## config.mk

```make
export PLATFORM = sky130hd
export DESIGN_NAME = pt_dec
export DESIGN_NICKNAME = d
export VERILOG_FILES = /design/src/rtl/pt_pkg.sv /design/src/rtl/pt_pulse_meas.sv /design/src/rtl/pt_dec.sv
export SDC_FILE = /design/constraint.sdc
export NUM_CORES = 1
export LEC_CHECK = 0
export CAP_MARGIN = 20
export CORE_MARGIN = 5
export CORE_UTILIZATION = 24
export DETAILED_ROUTE_END_ITERATION = 10
export GPL_ROUTABILITY_DRIVEN = 0
export GPL_TIMING_DRIVEN = 0
export PLACE_DENSITY = 0.44
export SYNTH_ARGS = -nofsm -noshare
export SYNTH_HDL_FRONTEND = slang
export SYNTH_SLANG_ARGS = --single-unit
export TNS_END_PERCENT = 20
```

## constraint.sdc

```tcl
create_clock -name clk -period 2.6 [get_ports clk]
set_input_delay 0.52 -clock clk [delete_from_list [all_inputs] [get_ports clk]]
set_output_delay 0.52 -clock clk [all_outputs]
set_load 0.02 [all_outputs]
```

## src/rtl/pt_pkg.sv

```systemverilog
// Shared constants, FSM states and pair decode for the pulse-train decoder.
// Latency: n/a (package only).
// Backpressure: n/a; the decoder output is a fire-and-forget strobe.
package pt_pkg;

  // Two-bit code values reported per decoded code bit
  localparam logic [1:0] CB_ZERO = 2'b00;
  localparam logic [1:0] CB_ONE  = 2'b01;
  localparam logic [1:0] CB_HIZ  = 2'b10;

  // Default timing, in clk cycles
  localparam int SHORT_MAX_DEF = 7;
  localparam int HIGH_MAX_DEF  = 20;
  localparam int LOW_MAX_DEF   = 20;
  localparam int SYNC_GAP_DEF  = 64;

  // 24 data pulses plus the trailing short sync pulse
  localparam logic [4:0] FRAME_PULSES = 5'd25;
  localparam logic [4:0] PCNT_SAT     = 5'd26;

  typedef enum logic [1:0] {
    IDLE,
    HIGH,
    LOW,
    DISCARD
  } state_t;

  typedef struct packed {
    logic [23:0] ad;
    logic        ok;
  } decode_t;

  // Pulses are 0=short, 1=long, earliest pulse in bit 23. Each arrival-order
  // pair becomes one code bit; long-then-short has no meaning and clears ok.
  function automatic decode_t pair_decode(input logic [23:0] p);
    decode_t    r;
    logic [1:0] pr;
    r.ad = '0;
    r.ok = 1'b1;
    for (int i = 0; i < 12; i++) begin
      pr = p[23-2*i -: 2];
      case (pr)
        2'b00:   r.ad[23-2*i -: 2] = CB_ZERO;
        2'b11:   r.ad[23-2*i -: 2] = CB_ONE;
        2'b01:   r.ad[23-2*i -: 2] = CB_HIZ;
        default: begin
          r.ad[23-2*i -: 2] = CB_ZERO;
          r.ok = 1'b0;
        end
      endcase
    end
    return r;
  endfunction

endpackage

```

## src/rtl/pt_pulse_meas.sv

```systemverilog
// Synchronises rxd, detects edges and measures high/low widths as strobes.
// Latency: 2 clk synchroniser, strobes are combinational off the width counters.
// Backpressure: none; strobes are single-cycle and must be consumed when seen.
module pt_pulse_meas
  import pt_pkg::*;
#(
  parameter int SHORT_MAX = SHORT_MAX_DEF,
  parameter int HIGH_MAX  = HIGH_MAX_DEF,
  parameter int LOW_MAX   = LOW_MAX_DEF,
  parameter int SYNC_GAP  = SYNC_GAP_DEF
) (
  input  logic clk,
  input  logic rst,
  input  logic rxd,
  output logic pulse_stb,
  output logic pulse_long,
  output logic glitch_stb,
  output logic timeout_stb,
  output logic rise_stb,
  output logic gap_bad,
  output logic sync_stb
);

  localparam logic [7:0] SMAX  = 8'(SHORT_MAX);
  localparam logic [7:0] HMAX  = 8'(HIGH_MAX);
  localparam logic [7:0] HMAX1 = 8'(HIGH_MAX + 1);
  localparam logic [7:0] LMAX  = 8'(LOW_MAX);
  localparam logic [7:0] SGAP  = 8'(SYNC_GAP);

  logic       sync_q1;
  logic       rxd_s;
  logic       rxd_d;
  logic [7:0] hcnt;
  logic [7:0] lcnt;
  logic       rise;
  logic       fall;
  logic       width_ok;

  assign rise = rxd_s & ~rxd_d;
  assign fall = ~rxd_s & rxd_d;

  // Synchroniser, edge history and saturating run-length counters; on an
  // edge cycle the opposite counter still holds the finished run length.
  always_ff @(posedge clk) begin
    if (rst) begin
      sync_q1 <= 1'b0;
      rxd_s   <= 1'b0;
      rxd_d   <= 1'b0;
      hcnt    <= '0;
      lcnt    <= '0;
    end else begin
      sync_q1 <= rxd;
      rxd_s   <= sync_q1;
      rxd_d   <= rxd_s;
      if (rxd_s) begin
        hcnt <= rise ? 8'd1 : ((hcnt == 8'hFF) ? hcnt : hcnt + 8'd1);
        lcnt <= '0;
      end else begin
        lcnt <= fall ? 8'd1 : ((lcnt == 8'hFF) ? lcnt : lcnt + 8'd1);
        hcnt <= '0;
      end
    end
  end

  // Classify finished runs and flag over-long ones while still in progress
  always_comb begin
    width_ok    = (hcnt >= 8'd2) && (hcnt <= HMAX);
    pulse_stb   = fall & width_ok;
    pulse_long  = hcnt > SMAX;
    glitch_stb  = fall & ~width_ok;
    timeout_stb = rxd_s & (hcnt == HMAX1);
    rise_stb    = rise;
    gap_bad     = lcnt > LMAX;
    sync_stb    = ~rxd_s & (lcnt == SGAP);
  end

endmodule

```

## src/rtl/pt_dec.sv

```systemverilog
// Pulse-train frame decoder: 24 data pulses + short sync pulse -> 12 code bits.
// Latency: valid/err one clk after the sync gap completes (SYNC_GAP+3 from line).
// Backpressure: none; valid and err are one-cycle pulses, ad holds until next valid.
module pt_dec
  import pt_pkg::*;
#(
  parameter int SHORT_MAX = SHORT_MAX_DEF,
  parameter int HIGH_MAX  = HIGH_MAX_DEF,
  parameter int LOW_MAX   = LOW_MAX_DEF,
  parameter int SYNC_GAP  = SYNC_GAP_DEF
) (
  input  logic        clk,
  input  logic        rst,
  input  logic        rxd,
  output logic [23:0] ad,
  output logic        valid,
  output logic        err
);

  logic        pulse_stb;
  logic        pulse_long;
  logic        glitch_stb;
  logic        timeout_stb;
  logic        rise_stb;
  logic        gap_bad;
  logic        sync_stb;

  state_t      state;
  state_t      nxt;
  logic [4:0]  pcnt;
  logic [24:0] hist;
  decode_t     dec;
  logic        frame_end;
  logic        good;
  logic        err_set;
  logic        shift_en;
  logic        clr_cnt;

  pt_pulse_meas #(
    .SHORT_MAX (SHORT_MAX),
    .HIGH_MAX  (HIGH_MAX),
    .LOW_MAX   (LOW_MAX),
    .SYNC_GAP  (SYNC_GAP)
  ) u_meas (
    .clk         (clk),
    .rst         (rst),
    .rxd         (rxd),
    .pulse_stb   (pulse_stb),
    .pulse_long  (pulse_long),
    .glitch_stb  (glitch_stb),
    .timeout_stb (timeout_stb),
    .rise_stb    (rise_stb),
    .gap_bad     (gap_bad),
    .sync_stb    (sync_stb)
  );

  // State register
  always_ff @(posedge clk) begin
    if (rst) state <= IDLE;
    else     state <= nxt;
  end

  // Next state: any malformation parks in DISCARD until a clean sync gap
  always_comb begin
    nxt = state;
    case (state)
      IDLE:    if (rise_stb) nxt = HIGH;
      HIGH:    if (timeout_stb || glitch_stb) nxt = DISCARD;
               else if (pulse_stb)            nxt = LOW;
      LOW:     if (rise_stb)                  nxt = gap_bad ? DISCARD : HIGH;
               else if (sync_stb)             nxt = IDLE;
      DISCARD: if (sync_stb) nxt = IDLE;
      default: nxt = IDLE;
    endcase
  end

  // Per-cycle actions; the frame verdict is taken only at the sync gap
  always_comb begin
    dec       = pair_decode(hist[24:1]);
    frame_end = (state == LOW) && sync_stb;
    good      = frame_end && (pcnt == FRAME_PULSES) && !hist[0] && dec.ok;
    err_set   = ((state == HIGH) && (timeout_stb || glitch_stb)) ||
                ((state == LOW) && rise_stb && gap_bad) ||
                (frame_end && (pcnt != 5'd0) && !good);
    shift_en  = (state == HIGH) && pulse_stb;
    clr_cnt   = frame_end || (state == DISCARD);
  end

  // History, pulse count and registered outputs
  always_ff @(posedge clk) begin
    if (rst) begin
      pcnt  <= '0;
      hist  <= '0;
      ad    <= '0;
      valid <= 1'b0;
      err   <= 1'b0;
    end else begin
      if (shift_en) begin
        hist <= {hist[23:0], pulse_long};
        if (pcnt != PCNT_SAT) pcnt <= pcnt + 5'd1;
      end else if (clr_cnt) begin
        pcnt <= '0;
      end
      valid <= good;
      err   <= err_set;
      if (good) ad <= dec.ad;
    end
  end

endmodule
```

## Word level (Yosys, flattened, before mapping)

Index checks and enable logic that the tools add are counted.

- Logic and storage cells: 155
- Output and inout bits: 26
- Bits in latches: 0
- Bits in registers: 77
- ROM bits: 0
- RAM bits: 0
- Bits of input ports: 3
- Memories: 0

- Shifts and indexed selects: 0
- Divide/modulo/power cells: 0
- $lt $le $gt $ge: 4
- Mux-type cells: 38
- Add/sub/neg operators: 3
- Bitwise gates (word level): 9
- Equality and inequality tests: 38
- Reduce and logical (&&, ||, !) cells: 50
- Multiply operators: 0

Operators with widths:

| cell | number |
|---|---|
| $pmux W2 S2 | 12 |
| $reduce_or A3 Y1 | 14 |
| $eq A2 B2 Y1 const B | 14 |
| $eq A2 B1 Y1 const B | 13 |
| $logic_not A2 Y1 | 13 |
| $add A8 B1 Y8 const B | 2 |
| $eq A8 B8 Y1 const B | 2 |
| $mux W1 | 16 |
| $mux W5 | 3 |
| $mux W2 | 6 |
| $logic_and A1 B1 Y1 | 11 |
| $eq A8 B5 Y1 const B | 1 |
| $eq A8 B7 Y1 const B | 1 |
| $ge A8 B2 Y1 const B | 1 |
| $gt A8 B3 Y1 const B | 1 |
| $gt A8 B5 Y1 const B | 1 |
| $le A8 B5 Y1 const B | 1 |
| $pmux W2 S4 | 1 |
| $and A1 B1 Y1 | 6 |
| $add A5 B1 Y5 const B | 1 |
| $eq A5 B5 Y1 const B | 1 |
| $ne A5 B5 Y1 const B | 1 |
| $reduce_bool A5 Y1 | 1 |
| $logic_or A1 B1 Y1 | 4 |
| 8 further kinds | 15 |

## Longest topological paths before layout

Gate-level depths: netlist of the first run.

- Word-level depth: 18
- Mapped depth: 9

## Modules after synthesis

Synthesis of the first run repeated with hierarchy kept, for this count alone.

- Cell total of the unflattened synthesis: 427
- Area total of the unflattened synthesis: 3751.1 um^2

Modules (own cells, without submodules):

| module | sequential area each (um^2) | times used | cells each | area an instance (um^2) |
|---|---|---|---|---|
| pt_dec | 1161.1 | 1 | 297 | 2663.8 |
| pt_pulse_meas | 380.4 | 1 | 130 | 1087.3 |

## Least setup slack after synthesis of the first run

Ideal clock, no wire load.

- Path type: register to register
- Start point: register hist[14]
- End point: register ad[0]
- Data required time: 2528 ps
- Data arrival time: 1852 ps
- Path slack: 676 ps
- Cell stages (with the launch flop): 7
- Path through: dfxtp_1 nor2b_1 a2111oi_4 o2111ai_2 nor4_4 buf_6 mux2i_1

- Word-level cells in the longest chain between the ends: 10

RTL lines:

| item | line | source |
|---|---|---|
| start: declaration | pt_dec.sv:31 | `logic [24:0] hist;` |
| start signal: assignment | pt_dec.sv:99 | `hist <= {hist[23:0], pulse_long};` |
| $eq A2 B1 Y1 (tied with other cells) | pt_pkg.sv:42 | `case (pr)` |
| $reduce_or A3 Y1 (no line) * | n/a |  |
| $mux W1 * (7 in a row) | pt_pkg.sv:42 |  |
| $logic_and A1 B1 Y1 * | pt_dec.sv:81 | `good = frame_end && (pcnt == FRAME_PULSES) && !hist[0] && dec.ok;` |
| end signal: assignment | pt_dec.sv:106 | `if (good) ad <= dec.ad;` |
| end: declaration | pt_dec.sv:15 | `output logic [23:0] ad,` |

Every way passes the cells marked *; elsewhere a longest branch is shown, timed or not.
A chain may end at the register's enable or synchronous reset.

## Worst setup path in the final report of the first run

- Start point: register pcnt[3]
- End point: register ad[1]

- Word-level cells in the longest chain between the ends: 4

RTL lines:

| item | line | source |
|---|---|---|
| start: declaration | pt_dec.sv:30 | `logic [4:0] pcnt;` |
| start signal: assignment | pt_dec.sv:100 | `if (pcnt != PCNT_SAT) pcnt <= pcnt + 5'd1;` |
| $eq A5 B5 Y1 | pt_dec.sv:81 |  |
| $logic_and A1 B1 Y1 (3 in a row) | pt_dec.sv:81 |  |

Every way passes these cells.

==> metrics.md, run 1 <==
| Metric | Value |
|---|---|
| Fin area | around 4400 um2 |
| CTS root buf | clkbuf_16 |
| Via count | between 2,000 and 3,000 |
| Post_cts resized | 0 |
| Drt total wl | 7960 um |
| Crit path max-delay cell type | nor4_4 |
| Crit path capture type | flop |
| CTS Buf Count | 9 |
| CP peak stage delay | 0.66 ns |
| Fin Clk Skew | approximately 0.0094 ns |
| Vias in the first global route | about 2,700 |
| Worst vdd ir | 0.283 mV |
| # DRC | 0 |
| Rel. slew slack | about three fifths |
| Post-DRT Antenna Nets | 0 |
| Leak | between 1.5 and 2 nW |
| FF-to-FF Start | pcnt[3] |
| Register area | about 1500 um2 |
| DIE HEIGHT | approximately 130 um |
| Post-synth EDFFs | 0 |
| DP HPWL | about 5700 um |
| Max-Cap Viols | 0 |
| Area of the multi-input gates | 1880 um2 |
| WHS Endpoint | u_meas.rxd_s |
| Sequential fraction of the synthesis area | 43.3% |
| Fmax | 431 MHz |
| Crit path time final | roughly 2.3 ns |
| Port-buffer cells | 28 |
| CTS HTree Levels | 3 |
| TritonCTS clock tree | done |
| Hold Crit Start | u_meas.sync_q1 |
| Status | finished clean |
| Warnings from Yosys | 0 |
| Core outline area | ~15,000 um2 |
| DR vias/cell | 4.50 |
| Initial DRC count | 142 |
| Unrepaired setup endpoints after global routing | false |
| Synthesized flop and latch total | between 70 and 80 |
| FP Rows | between 40 and 50 |
| Final hold viol count | 0 |
| Initial Util | 24.5% |
| Mapped Area | between 3000 and 4000 um2 |
| Hold Crit Class | flop to flop |
| GRT overflow | 0 |
| Die area | 17,400 um2 |
| Setup TNS | 0 ns |
| Overall power | 2.53 mW |
| Crit path arrival time | ~2.6 ns |
| I/O pins | 29 |
| Area growth syn-to-layout | 22.5% |
| Clk sinks | between 70 and 80 |
| Reg2reg setup slack | around 0.28 ns |
| Setup WS post-layout | about 0.28 ns |
| Count of final setup violators | 0 |
| Critical path type | flop to flop |
| Mean Syn Cell Area | around 9 um2 |
| Synth Instances | just under 400 |
| Final Cycle Share | about 90% |
| Clock transition at path regs | ~0.060 ns |
| Final Max Tran Viols | 0 |
| CP cell instances | nand3b_1, nor4b_2, nand4_1, nor4_4, buf_6, mux2i_1 |
| Mapped Nets | 397 |
| Synth area leader | dfxtp_1 |
| First-pass GRT wire length | 13,700 um |
| GR Util All Layers | 9.72% |
| Fraction of layout cells with a size suffix above 1 | slightly below 8% |
| Initial antenna violation count | 0 |
| FILL cells | between 1,500 and 2,000 |
| CTS hold repair buffers | 0 |
| WHS Path Cells | 1 |
| Post-CTS Setup Inserts | 0 |
| R2R cell count | 6 |
| CP max FO | 10 |
| Max Buffers Root-to-Sink | 2 |
| Power Density | ~580 nW/um2 |
| Post-synth ARST share | 0% |
| Tightest Pin Transition | approximately 0.62 ns |
| # nets final | approximately 440 |
| Post-Place Setup Slack | between 0.2 and 0.3 ns |
| Type of origin of the critical path | flop |
| Reg2reg end | ad[1] |
| ANT cells | 0 |
| WL per Instance | approximately 13 um |
| Largest net degree at the start of global routing | 14 |
| CP required | 2.86 ns |
| DP Area | 4070 um2 |
| Top cell type's share of synthesized area | a little over two fifths |
| DRT Pass-1 Iters | 4 |
| Post-synthesis cell type count | between 40 and 50 |
| Synth top area cells | dfxtp_1 (43%), mux2i_1 (14%), nor2_1 (5.6%) |
| Clock latency on the worst-skew pair | between 0.3 and 0.4 ns |
| Top_reg_cell synth | dfxtp_1 |
| Die width | 132 um |
==> routing by layer <==
| layer | vias up | part of all wire (%) | global-route usage, % |
|---|---|---|---|
| li1 | 1420 | - | - |
| met1 | 1287 | 52 | 13.3 |
| met2 | 36 | 43 | 14.1 |
| met3 | 12 | 2.9 | 2.56 |
| met4 | 0 | 2.2 | 4.97 |
| met5 | - | 0 | 0 |
==> power by group <==
| group | switching, mW | internal (mW) |
|---|---|---|
| Sequential | 0.00837 | 1.19 |
| Combinational | 0.0523 | 0.0280 |
| Clock | 0.507 | 0.741 |
| Total | 0.568 | 1.96 |
==> sequential cells by signal, indices dropped and copies added (netlist names) <==
signal	count
u_meas.hcnt	8
valid	1
ad	24
u_meas.rxd_s	1
state	2
pcnt	5
u_meas.sync_q1	1
err	1
hist	25
u_meas.lcnt	8
u_meas.rxd_d	1
==> area by class of cell <==
cell class / count / share of cell area (%)
timing repair buffer: 28 / 6.43
buffer: 17 / 2.18
tap: 184 / 5.28
multi-input combinational: 279 / 43.1
inverter: 12 / 1.03
clock inverter: 5 / 1.41
sequential: 77 / 35.3
clock buffer: 10 / 5.25
==> per-stage QoR <==
| stage | utilization (%) | instances | hold slack, ns |
|---|---|---|---|
| 2_1_floorplan | - | 385 | 0.414 |
| 4_1_cts | 30.0 | 612 | 0.457 |
| 6_report | 30.0 | 612 | 0.452 |
| 3_5_place_dp | 28.0 | 597 | 0.446 |
| 3_3_place_gp | 28.0 | 597 | 0.424 |
| 5_1_grt | 30.0 | 612 | 0.473 |
==> Yosys cell counts (3+ instances only) <==
cell      count
nor4_1        3
xnor2_1       4
nor2b_1      12
or3_1         4
nand4_1       5
nand2b_1     10
o21ai_0       6
clkbuf_1      6
a21oi_1       7
nor2_1       53
nand2_1      34
xor2_1        6
inv_1        12
a211oi_1      5
mux2i_1      51
and3_1        4
nand3_1      21
nand3b_1     10
nor3_1        7
dfxtp_1      77
ha_1          9
buf_2         7
==> cells in the final DEF (no fill, tap or decap), drive strengths merged, types with 2 or more instances in the layout <==
| cell type | instances |
|---|---|
| a21boi | 2 |
| nor2 | 53 |
| nand4 | 5 |
| or2 | 2 |
| buf | 11 |
| nor4b | 2 |
| nor3 | 7 |
| xor2 | 6 |
| dfxtp | 77 |
| a2111oi | 2 |
| inv | 13 |
| o21ai | 6 |
| nand2 | 34 |
| a22o | 2 |
| nand3 | 21 |
| nand3b | 10 |
| nand2b | 10 |
| and3 | 4 |
| nor2b | 12 |
| clkbuf | 16 |
| a21oi | 7 |
| nor4 | 4 |
| or3 | 4 |
| ha | 9 |
| mux2i | 51 |
| clkinvlp | 3 |
| a211oi | 5 |
| xnor2 | 4 |
| clkdlybuf4s50 | 28 |
==> logic make-up after synthesis <==
| kind of cell | after synthesis | synth area share, % |
|---|---|---|
| buffers and inverters | 29 | 3.93 |
| DFF | 77 | 43.3 |
| AOI/OAI and AO/OA | 33 | 7.24 |
| and+or+nand+nor | 175 | 25.3 |
| muxes | 52 | 14.7 |
| adders and majority gates | 9 | 3.16 |
| xor gates and xnor gates | 10 | 2.46 |
==> worst max-delay path by stage <==
stage	cells after the start	slack [ns]	from	to
3_5_place_dp	6	0.27	pcnt[2]	ad[1]
3_3_place_gp	6	0.29	pcnt[2]	ad[16]
2_1_floorplan	6	0.68	hist[14]	ad[0]
5_1_grt	6	0.1	pcnt[3]	ad[7]
6_report	6	0.28	pcnt[3]	ad[1]
4_1_cts	6	0.25	pcnt[2]	ad[1]
==> critical path: cells and delay by family, from the launching register on <==
kind	cells	cell delay (ns)
and+or+nand+nor	4	1.35
DFF	1	0.43
buffers and inverters	1	0.26
muxes	1	0.21
No activity file was read; power rests on OpenSTA's default activity.
==> run 2: changes to the inputs <==
Settings changed: SETUP_SLACK_MARGIN set to 0.5.
==> run 2 against run 1 <==
Against the previous run: fmax is 17% higher; critical path depth decreased by 1; first-iteration DRC count decreased by 13%; register-to-register slack better by 0.33 ns; setup slack gained 0.33 ns; power barely moved; critical endpoint is now valid; routed wire length rose by 1.1%.
==> metrics.md, run 2 (same netlist as run 1, synthesis figures left out) <==
| Metric | Value |
|---|---|
| Reg with most FFs | hist |
| FP Rows | 44 |
| Die area | 17,400 um2 |
| # DRC | 0 |
| GR Util All Layers | around a tenth |
| Sequential Power Share | a little under half |
| Initial DRC count | about 120 |
| Final Cycle Share | around 76% |
| I/O pins | 29 |
| Setup TNS | 0 ns |
| FILL cells | ~1,600 |
| DRT Pass-1 Iters | 4 |
| Hold Slack | about 0.45 ns |
| Fmax | between 500 and 600 MHz |
| Leak | roughly 1.6 nW |
| Hold Crit Class | flop to flop |
| Max-Cap Viols | 0 |
| CP max FO | 5 |
| Die width | between 100 and 150 um |
| WL per Instance | between 10 and 15 um |
| Fraction of layout cells with a size suffix above 1 | 10.6% |
| Count of final setup violators | 0 |
| Worst vdd ir | ~0.28 mV |
| Clock latency on the worst-skew pair | about 0.34 ns |
| Initial Util | roughly a quarter |
| Clock power share | 49.4% |
| Via count | 2,781 |
| GRT overflow | 0 |
| Fin Clk Skew | 0.00804 ns |
| DIE HEIGHT | ~130 um |
| Unrepaired setup endpoints after global routing | true |
| Vias in the first global route | between 2,000 and 3,000 |
| Gate power share | under 10% |
| Critical path type | flop to flop |
| Most common cell after layout, fill and taps aside | dfxtp_1 |
| CP required | 2.86 ns |
| Type of origin of the critical path | flop |
| DR vias/cell | about 4.5 |
| Rel. slew slack | 58.2% |
| Max reg flops | 25 |
| CTS root buf | clkbuf_16 |
| Max Buffers Root-to-Sink | 2 |
| Initial antenna violation count | 0 |
| DP HPWL | approximately 5700 um |
| # nets final | 440 |
| CTS Buf Count | 9 |
| Overall power | 2.53 mW |
| Power Density | approximately 570 nW/um2 |
| Clock transition at path regs | roughly 0.060 ns |
| Core outline area | 14,500 um2 |
| TritonCTS clock tree | done |
| Clk sinks | 77 |
| Int Pwr | just under 2 mW |
| ANT cells | 0 |
| Most frequent cells in the layout | dfxtp_1 (72), nor2_1 (53), mux2i_1 (51), nand2_1 (33), clkdlybuf4s50_1 (28) |
| First-pass GRT wire length | 13,800 um |
| Register area | approximately 1500 um2 |
| Area of the multi-input gates | 1910 um2 |
| Drt total wl | 8050 um |
| Area growth syn-to-layout | 25.2% |
| Largest regs | hist: 25 flops, ad: 24 flops |
| Tightest Pin Transition | 0.622 ns |
| Post-DRT Antenna Nets | 0 |
| Status | finished clean |
| Final hold viol count | 0 |
| Sw Ratio | approximately 22% |
| Crit path capture type | flop |
| Largest net degree at the start of global routing | 14 |
| P_sw | between 0.5 and 0.6 mW |
| Crit path arrival time | around 2.2 ns |
| Port-buffer cells | 28 |
| Crit path time final | just under 2 ns |
| CTS HTree Levels | 3 |
| Final Max Tran Viols | 0 |
run 2: cell types whose count changed in the layout (fill, tap and decap cells not counted), sizes merged:
cell	before	now
buf	11	15
run 2: per-layer routing:
layer  wire [um]  GRT usage, %
met5           0             0
met4         157          4.97
met3         179          2.56
met2        3570          14.2
met1        4140          13.3
run 2: area by class of cell:
cell class | instances | share of cell area, %
Multi-Input combinational cell | 279 | 42.9
Inverter | 12 | 1.01
Sequential cell | 77 | 34.7
Tap cell | 184 | 5.16
Timing Repair Buffer | 32 | 7.04
Buffer | 17 | 2.64
Clock inverter | 5 | 1.37
Clock buffer | 10 | 5.13
run 2: path summary, 6_finish.rpt:
check                                    end  cells after the start  slack [ns]            from
worst max-delay path                   valid                      5        0.61        hist[16]
worst min-delay path            u_meas.rxd_s                      1        0.45  u_meas.sync_q1
worst max register to register         valid                      5        0.61        hist[16]
worst min register to register  u_meas.rxd_s                      1        0.45  u_meas.sync_q1
run 2: repair_timing:
| item | in CTS | in global routing |
|---|---|---|
| pin swaps | 1 | 4 |
| gates resized for setup | 2 | 17 |
| endpoints found under the hold margin | 0 | 0 |
| setup buffers | 2 | 2 |
| endpoints found under the setup margin | 31 | 39 |
| hold buffers | 0 | 0 |
run 2: critical path: stages, from the launching register on:
cell and delay (ns):
dfxtp_2 0.34, nor2b_1 0.15, a2111oi_4 0.39, o2111ai_4 0.21
or4_2 0.66, nor2_1 0.15
run 2: through the flow:
stage	worst slack (ns)	util, %	instance area [um2]	cells
2_1_floorplan	0.676	-	3560	385
3_3_place_gp	0.288	28.0	4070	597
3_5_place_dp	0.271	28.0	4070	597
4_1_cts	0.513	30.2	4390	614
5_1_grt	0.482	30.7	4460	616
6_report	0.613	30.7	4460	616
run 2: power groups by stage:
stage | Sequential, mW | Clock, mW | Combinational (mW)
global route | 1.20 | 1.35 | 0.0940
global placement | 1.22 | 0 | 0.0825
detailed placement | 1.22 | 0 | 0.0831
CTS | 1.20 | 1.29 | 0.0837
finish | 1.20 | 1.25 | 0.0822
floorplan | 1.22 | 0 | 0.0576
==> run 3: changes to the inputs <==
Clock period 2.6 ns to 2 ns, I/O delays scaled along.
==> run 3 against run 2 <==
Against the previous run: via count up 1.1%; critical path depth up 2; fmax about the same; clock-buffer cell count down 1; sequential power up 30%; clock skew about the same; routed wire length up 7.9%.
==> metrics.md, run 3 (same netlist as run 1, synthesis figures left out) <==
| Metric | Value |
|---|---|
| Final hold viol count | 0 |
| Crit path capture type | flop |
| Type of origin of the critical path | flop |
| R2R cell count | 7 |
| Clock latency on the worst-skew pair | 0.33 ns |
| Reg with most FFs | hist |
| Overall power | ~3.4 mW |
| Crit path time final | 1.99 ns |
| WL per Instance | 13.7 um |
| Drt total wl | ~8700 um |
| CTS HTree Levels | 3 |
| Post-DRT Antenna Nets | 0 |
| Tightest Pin Transition | between 0.4 and 0.5 ns |
| Hold Crit Class | flop to flop |
| CTS Buf Count | 9 |
| CTS root buf | clkbuf_16 |
| Crit path max-delay cell type | dfxtp_4 |
| Area growth syn-to-layout | 41.5% |
| Gate power share | about 4.1% |
| Initial Util | around a quarter |
| Max-Cap Viols | 0 |
| Fin area | ~5000 um2 |
| # DRC | 0 |
| Sw Ratio | about a quarter |
| WHS Path Cells | 1 |
| Crit path arrival time | around 2.3 ns |
| Unrepaired setup endpoints after global routing | true |
| Fmax | 504 MHz |
| Clock power share | between 40 and 50% |
| CP max FO | 5 |
| Highest Signal Layer | met4 |
| Int Pwr | between 2 and 3 mW |
| Critical path's top delay family | simple AND/OR/NAND/NOR gates |
| Clk sinks | a little under 80 |
| DRT Pass-1 Iters | 4 |
| CP cell instances | nand3b_1, nor4b_4, nand4_1, nor4_4, buf_4, clkbuf_16, mux2i_1 |
| I/O pins | 29 |
| GR Util All Layers | a little under a tenth |
| Power Density | approximately 670 nW/um2 |
| Critical path type | flop to flop |
| GRT overflow | 0 |
| FP Rows | 44 |
| Fraction of layout cells with a size suffix above 1 | 25.1% |
| Worst vdd ir | around 0.42 mV |
| DR vias/cell | roughly 4.4 |
| Initial DRC count | between 80 and 90 |
| Max reg flops | 25 |
| Most frequent cells in the layout | dfxtp_1 (60), nor2_1 (51), mux2i_1 (49), nand2_1 (30), dlymetal6s2s_1 (26) |
| Setup WS post-layout | 0.0143 ns |
| Clock transition at path regs | ~0.060 ns |
| Met2 wire length | roughly 4000 um |
| Largest net degree at the start of global routing | 16 |
| CP required | approximately 2.3 ns |
| Fin Clk Skew | between 0.008 and 0.009 ns |
| Die width | ~130 um |
| Port-buffer cells | 28 |
| Crit path depth | 7 |
| Largest regs | hist: 25 flops, ad: 24 flops |
| Buf/Inv on CP | 2 |
| DP Area | slightly above 4000 um2 |
| FILL cells | 1,489 |
| Sequential Power Share | roughly 46% |
| Die area | 17,400 um2 |
| Final Cycle Share | between 90% and 100% |
| DIE HEIGHT | roughly 130 um |
| Via count | 2,812 |
| CTS hold repair buffers | 0 |
| Rel. slew slack | 70.9% |
| Final Max Tran Viols | 0 |
| P_sw | between 0.7 and 0.8 mW |
| Post-Place Setup Slack | -0.289 ns |
| TritonCTS clock tree | done |
| Leak | 2.34 nW |
| Met3 Wirelength | 152 um |
| Core outline area | about 15,000 um2 |
| CP peak stage delay | about 0.35 ns |
| # nets final | 458 |
| Count of final setup violators | 0 |
| M1 wire length | roughly 4400 um |
| Status | finished clean |
| Most common cell after layout, fill and taps aside | dfxtp_1 |
| First-pass GRT wire length | ~14,000 um |
| ANT cells | 0 |
| DP HPWL | 5750 um |
| Hold Slack | 0.443 ns |
| Initial antenna violation count | 0 |
| Vias in the first global route | 2,758 |
| Max Buffers Root-to-Sink | 2 |
==> run 3: cell count changes in the layout (fill, tap and decap cells not counted), moves of 4 or more <==
cell,previous run,this run
clkdlybuf4s50_1,28,2
buf_6,1,8
clkbuf_1,7,1
buf_4,7,14
dfxtp_2,5,14
dfxtp_1,72,60
dlymetal6s2s_1,0,26
ha_1,9,5
==> run 3: cell type report <==
cell class	count	area (um2)	area share, %
Clock buffer	9	225	4.47
Timing Repair Buffer	50	583	11.6
Multi-Input combinational cell	279	2130	42.3
Sequential cell	77	1570	31.2
Tap cell	184	230	4.57
Buffer	17	174	3.45
Inverter	12	45.0	0.894
Clock inverter	7	81.3	1.61
==> run 3: path summary, 6_finish.rpt <==
path / startpoint / end / slack, ns
max reg2reg: pcnt[2] / ad[23] / 0.01
max: pcnt[2] / ad[23] / 0.01
min: u_meas.sync_q1 / u_meas.rxd_s / 0.44
min reg2reg: u_meas.sync_q1 / u_meas.rxd_s / 0.44
==> run 3: layer usage <==
layer	track usage, %	vias to the layer above
met5	0	-
met4	3.77	0
met3	1.98	9
met2	15.1	25
met1	12.8	1316
li1	-	1462
==> run 3: what timing repair did <==
action / 4_1_cts / 5_1_grt
pin swaps: 2 / 30
resized for setup: 12 / 131
endpoints found under the setup margin: 102 / 102
buffers inserted: 4 / 16
cloned: 0 / 2
==> run 3: metrics by stage <==
stage	utilization, %	cells	setup TNS (ns)
2_1_floorplan	-	385	0
3_3_place_gp	28.1	597	-6.49
3_5_place_dp	28.1	597	-6.55
4_1_cts	30.8	617	0
5_1_grt	34.7	635	-2.62
6_report	34.7	635	0
==> run 3: power groups by stage <==
stage	clock network [mW]	registers (mW)	logic (mW)
finish	1.68	1.56	0.139
global route	1.78	1.56	0.155
CTS	1.73	1.55	0.112
detailed placement	0	1.59	0.111
global placement	0	1.59	0.111
floorplan	0	1.59	0.0778
==> run 3: worst reg2reg max path, delay by kind of cell (launching register included) <==
kind	cells	cell delay (ns)
AND/OR/NAND/NOR	4	1.05
flip-flops	1	0.35
buffers and inverters	2	0.36
multiplexers	1	0.16
